File: src/rtl/cs_dequant_sequencer.sv
// Dequantization sequencer: captures one packet, left-shifts one lane per cycle
// through a shared shifter, then holds the rebuilt packet until downstream takes it.
module cs_dequant_sequencer #(
  parameter int DATA_WIDTH = 16,
  parameter int DEPTH      = 16,
  parameter int SHIFT_W    = 4,
  parameter int CNT_W      = 16
) (
  input  logic                        clk,
  input  logic                        rst,
  input  logic                        in_valid,
  output logic                        in_ready,
  input  logic [SHIFT_W-1:0]          bit_shift,
  input  logic [DATA_WIDTH*DEPTH-1:0] y_p,
  output logic                        out_valid,
  input  logic                        out_ready,
  output logic [DATA_WIDTH*DEPTH-1:0] bit_stream,
  output logic                        busy,
  output logic [CNT_W-1:0]            pkt_count
);

  localparam int IDX_W = (DEPTH > 1) ? $clog2(DEPTH) : 1;
  localparam int BUS_W = DATA_WIDTH * DEPTH;

  typedef enum logic [1:0] {IDLE, RUN, DONE} state_t;

  state_t                state_q, state_d;
  logic [BUS_W-1:0]      in_buf_q, in_buf_d;
  logic [BUS_W-1:0]      bit_stream_q, bit_stream_d;
  logic [SHIFT_W-1:0]    shift_q, shift_d;
  logic [IDX_W-1:0]      idx_q, idx_d;
  logic [CNT_W-1:0]      pkt_count_q, pkt_count_d;
  logic [DATA_WIDTH-1:0] lane_in, lane_out;

  // A logical shift by DATA_WIDTH or more already yields zero, and the result
  // is sized to the lane, so MSBs shifted out are simply dropped.
  assign lane_in  = in_buf_q[idx_q*DATA_WIDTH +: DATA_WIDTH];
  assign lane_out = lane_in << shift_q;

  always_comb begin
    state_d      = state_q;
    in_buf_d     = in_buf_q;
    bit_stream_d = bit_stream_q;
    shift_d      = shift_q;
    idx_d        = idx_q;
    pkt_count_d  = pkt_count_q;
    case (state_q)
      IDLE: begin
        if (in_valid) begin
          in_buf_d = y_p;
          shift_d  = bit_shift;
          idx_d    = '0;
          state_d  = RUN;
        end
      end
      RUN: begin
        bit_stream_d[idx_q*DATA_WIDTH +: DATA_WIDTH] = lane_out;
        if (idx_q == IDX_W'(DEPTH - 1)) state_d = DONE;
        else                            idx_d   = idx_q + IDX_W'(1);
      end
      DONE: begin
        if (out_ready) begin
          pkt_count_d = pkt_count_q + CNT_W'(1);
          state_d     = IDLE;
        end
      end
      default: state_d = IDLE;
    endcase
  end

  always_ff @(posedge clk or posedge rst) begin
    if (rst) begin
      state_q      <= IDLE;
      in_buf_q     <= '0;
      bit_stream_q <= '0;
      shift_q      <= '0;
      idx_q        <= '0;
      pkt_count_q  <= '0;
    end else begin
      state_q      <= state_d;
      in_buf_q     <= in_buf_d;
      bit_stream_q <= bit_stream_d;
      shift_q      <= shift_d;
      idx_q        <= idx_d;
      pkt_count_q  <= pkt_count_d;
    end
  end

  // Handshake outputs come from registered state only; no out_ready -> in_ready path.
  assign in_ready   = (state_q == IDLE);
  assign out_valid  = (state_q == DONE);
  assign busy       = (state_q != IDLE);
  assign bit_stream = bit_stream_q;
  assign pkt_count  = pkt_count_q;

endmodule

File: config.mk
export PLATFORM = sky130hd
export DESIGN_NAME = cs_dequant_sequencer
export DESIGN_NICKNAME = d
export VERILOG_FILES = /design/src/rtl/cs_dequant_sequencer.sv
export SDC_FILE = /design/constraint.sdc
export NUM_CORES = 1
export LEC_CHECK = 0
export CAP_MARGIN = 10
export CORE_ASPECT_RATIO = 0.5
export CORE_UTILIZATION = 52
export CTS_BUF_LIST = sky130_fd_sc_hd__clkbuf_4
export CTS_CLUSTER_DIAMETER = 60
export DETAILED_ROUTE_END_ITERATION = 10
export PLACE_DENSITY = 0.82
export SYNTH_ARGS = -nofsm -noshare
export SYNTH_HDL_FRONTEND = slang
export SYNTH_SLANG_ARGS = --single-unit
File: constraint.sdc
create_clock -name clk -period 19.87 [get_ports clk]
set_input_delay 2.9805 -clock clk [delete_from_list [all_inputs] [get_ports clk]]
set_output_delay 2.9805 -clock clk [all_outputs]
set_load 0.01 [all_outputs]
==> run_results.csv <==
group,metric,value,unit
power,clkPwrFrac,15.7,%
detailed_routing,ant_nets,0,
power,internal-power,3.24,mW
critical_path,critPathKind,"flip-flop to output pin",
placement,placed_cell_area,29500,um2
critical_path,worstPathRequired,16890,ps
cells_and_area,drive_gt1_share,24.6,%
critical_path,r2r_start,"idx_q[1]",
global_routing,antenna_found_initial,10,
clock_tree,post_cts_buffers,0,
outcome,status,"finished, final reports clean",
clock_tree,clkTransAtPathRegs,80,ps
clock_tree,clock_latency,900,ps
critical_path,start_kind,"flip-flop",
detailed_routing,vias,18500,
power,p_per_area,179,nW/um2
floorplan,io_pins,539,
cells_and_area,area_growth,30.3,%
placement,placed_cells,2951,
critical_path,rrSetupSlack,14910,ps
floorplan,dieArea,46800,um2
worst_hold_path,hold_end,"pkt_count[15]",
cells_and_area,most-common-layout-cells,"538 x clkdlybuf4s50_1, 536 x dfrtp_1, 346 x mux2_2, 204 x nand2_1, 187 x clkbuf_4",
worst_hold_path,hp-class,"flip-flop to flip-flop",
critical_path,slowest_stage,"clkdlybuf4s50_1",
cells_and_area,fillers,3312,
detailed_routing,drcViolationCount,0,
timing,slew_viol_final,0,
timing,final.setup.tns,0,ps
clock_tree,cts_resized,0,
floorplan,die_x,305,um
logic_synthesis,yosysTopAreaCell,"dfrtp_1",
power,power,5.56,mW
global_routing,grt_usage,32.2,%
power,vdd_drop_max,107,uV
critical_path,slowest_delay,530,ps
logic_synthesis,synthFlopType,"dfrtp_1",
power,seq_power_share,34.3,%
power,p_leak,13.2,nW
timing,slew_headroom,19.1,%
detailed_routing,postRouteWirelength,75400,um
logic_synthesis,synthesis.nets,2191,
logic_synthesis,synth_cell_types,80,
placement,gp_congestion,0.946,
timing,hold_viol,0,
timing,post-route-min-period,5340,ps
logic_synthesis,syn-instance-count,1923,
worst_hold_path,hold_depth,1,
critical_path,crit_arrival,2360,ps
critical_path,cp_max_fo,8,
clock_tree,hold_buffers,0,
power,p_sw,2.32,mW
floorplan,start_util,52.7,%
critical_path,reg2reg_depth,8,
global_routing,grt_start_max_net_pins,190,
cells_and_area,design_area,31100,um2
timing,clock.fmax,0.187,GHz
floorplan,core,45300,um2
detailed_routing,avgRoutedWirePerCell,23.8,um
detailed_routing,firstDrtPassIters,5,
global_routing,grt_pass1_vias,18700,
logic_synthesis,synth_top_area_share,56.4,%
clock_tree,clock_sinks,538,
global_routing,grt_pass1_wl,114000,um
logic_synthesis,ys_seq_area_share,56.4,%
flow_run,cap_violations,0,
timing,finalSetupViolations,0,
placement,numPortBuffers,538,
logic_synthesis,synthArstFlopShare,100,%
timing,rsz0062_at_grt,"false",
cells_and_area,fin_nets,2740,
logic_synthesis,ys.warnings.count,0,
detailed_routing,vias_per_cell,5.85,
logic_synthesis,avgSynthCellArea,12.4,um2
critical_path,critical_path.endpoint_type,"output pin",
clock_tree,cts_root_buffer,"clkbuf_4",
placement,hpwl,54400,um
logic_synthesis,ys_ff_latch,538,
timing,min_period_over_period,26.9,%
power,combPwrFrac,50.0,%
critical_path,cp_cell_sequence,"or2_2, inv_1, clkdlybuf4s50_1",
floorplan,placementRows,55,
timing,clock_skew,63.8,ps
clock_tree,cts_buffers,116,
clock_tree,tritoncts,"yes",
cells_and_area,final_cells,3172,
power,swShare,41.7,%
floorplan,die_h,154,um
global_routing,gr-total-overflow,0,
logic_synthesis,synth_edf_count,0,
logic_synthesis,syn-cell-area,23900,um2
clock_tree,cts_buffer_depth,3,
critical_path,r2r_end,"bit_stream[67]",
logic_synthesis,synthTopCellsByArea,"dfrtp_1 56%, mux2_2 16%, nand2_1 3.2%",
detailed_routing,dr.first_iter.drc_count,1688,
timing,worst_pin_slew,1210,ps
worst_hold_path,hold_start,"pkt_count[15]",
cells_and_area,final_common_cell,"clkdlybuf4s50_1",
clock_tree,ctsHtreeMaxLevel,3,
## cell type report
class / instances / area (um2) / share of cell area [%]
repair buffers: 558 / 5570 / 17.9
well taps: 598 / 748 / 2.40
clock buffers: 187 / 1400 / 4.51
diodes: 12 / 30.0 / 0.0965
clock inverters: 21 / 124 / 0.398
flip-flops and latches: 538 / 13500 / 43.3
multi-input cells: 1243 / 9710 / 31.2
inverters: 15 / 63.8 / 0.205
## worst max-delay path by stage
stage / cells past startpoint / start / slack [ps] / to
after global routing: 3 / state_q[0] / 14440 / in_ready
final: 3 / state_q[0] / 14530 / in_ready
after floorplan: 1 / rst / 1850 / bit_stream[0]
after global placement: 4 / rst / 13930 / bit_stream[155]
after CTS: 3 / state_q[0] / 14480 / in_ready
after detailed placement: 4 / rst / 13860 / bit_stream[46]
## power by group through the flow
stage | sequential, mW | clock [mW] | combinational [mW]
finish | 1.91 | 0.873 | 2.78
global route | 1.96 | 0.943 | 2.94
CTS | 1.90 | 0.886 | 2.74
detailed placement | 1.92 | 0 | 2.73
global placement | 1.89 | 0 | 2.67
floorplan | 1.87 | 0 | 1.67
## Yosys cell counts, drive strengths merged (4+ instances only)
master	count
nor2b	10
or3	4
a21oi	39
a22o	10
and2	6
xnor2	12
o31ai	63
o21a	6
nand2	205
o22ai	16
or2	7
nor2	114
a22oi	20
mux2i	71
nor3	17
dfrtp	538
nand4	11
mux2	348
o22a	5
o21ai	104
inv	15
a31oi	37
a221oi	12
clkbuf	77
ha	4
nand2b	10
nand3	24
and3	12
nor4	9
mux4	26
buf	50
## registers in the layout (all words and copies together) (netlist names)
| name | flops |
|---|---|
| bit_stream | 256 |
| in_buf_q | 256 |
| pkt_count | 16 |
| idx_q | 4 |
| shift_q | 4 |
| state_q | 2 |
## metal layers
layer	vias to the layer above	wire length (um)	GRT usage, %
li1	8131	-	-
met1	9442	30300	41.8
met2	797	36800	51.6
met3	178	5020	7.08
met4	0	3260	16.4
met5	-	0	0
## critical path: cells and delay by family (launching register included)
family / cells / cell delay [ps]
flip-flops: 1 / 490
buffers and inverters: 2 / 610
AND/OR/NAND/NOR: 1 / 360
## metrics by stage
stage / hold slack, ps / setup WS, ps / utilization, %
after floorplan: 472 / 1850 / -
after global placement: 460 / 13930 / 65.2
after detailed placement: 464 / 13860 / 65.2
after CTS: 476 / 14480 / 68.6
after global routing: 504 / 14440 / 68.7
final: 474 / 14530 / 68.7
## cell families (layout without fill, tap and decap cells)
group                    count (synthesis)  after routing  share of synthesized area, %
flip-flops                             538            538                          56.4
multiplexers                           445            445                          21.9
AND/OR/NAND/NOR                        438            438                          8.10
AO/OA/AOI/OAI                          341            341                          9.92
buffers and inverters                  142            781                          2.99
XOR/XNOR                                15             15                         0.550
adder cells (fa/ha/maj)                  4              4                         0.210
other                                    0             12                             0
Note: power is estimated with default switching activity, not from simulation.
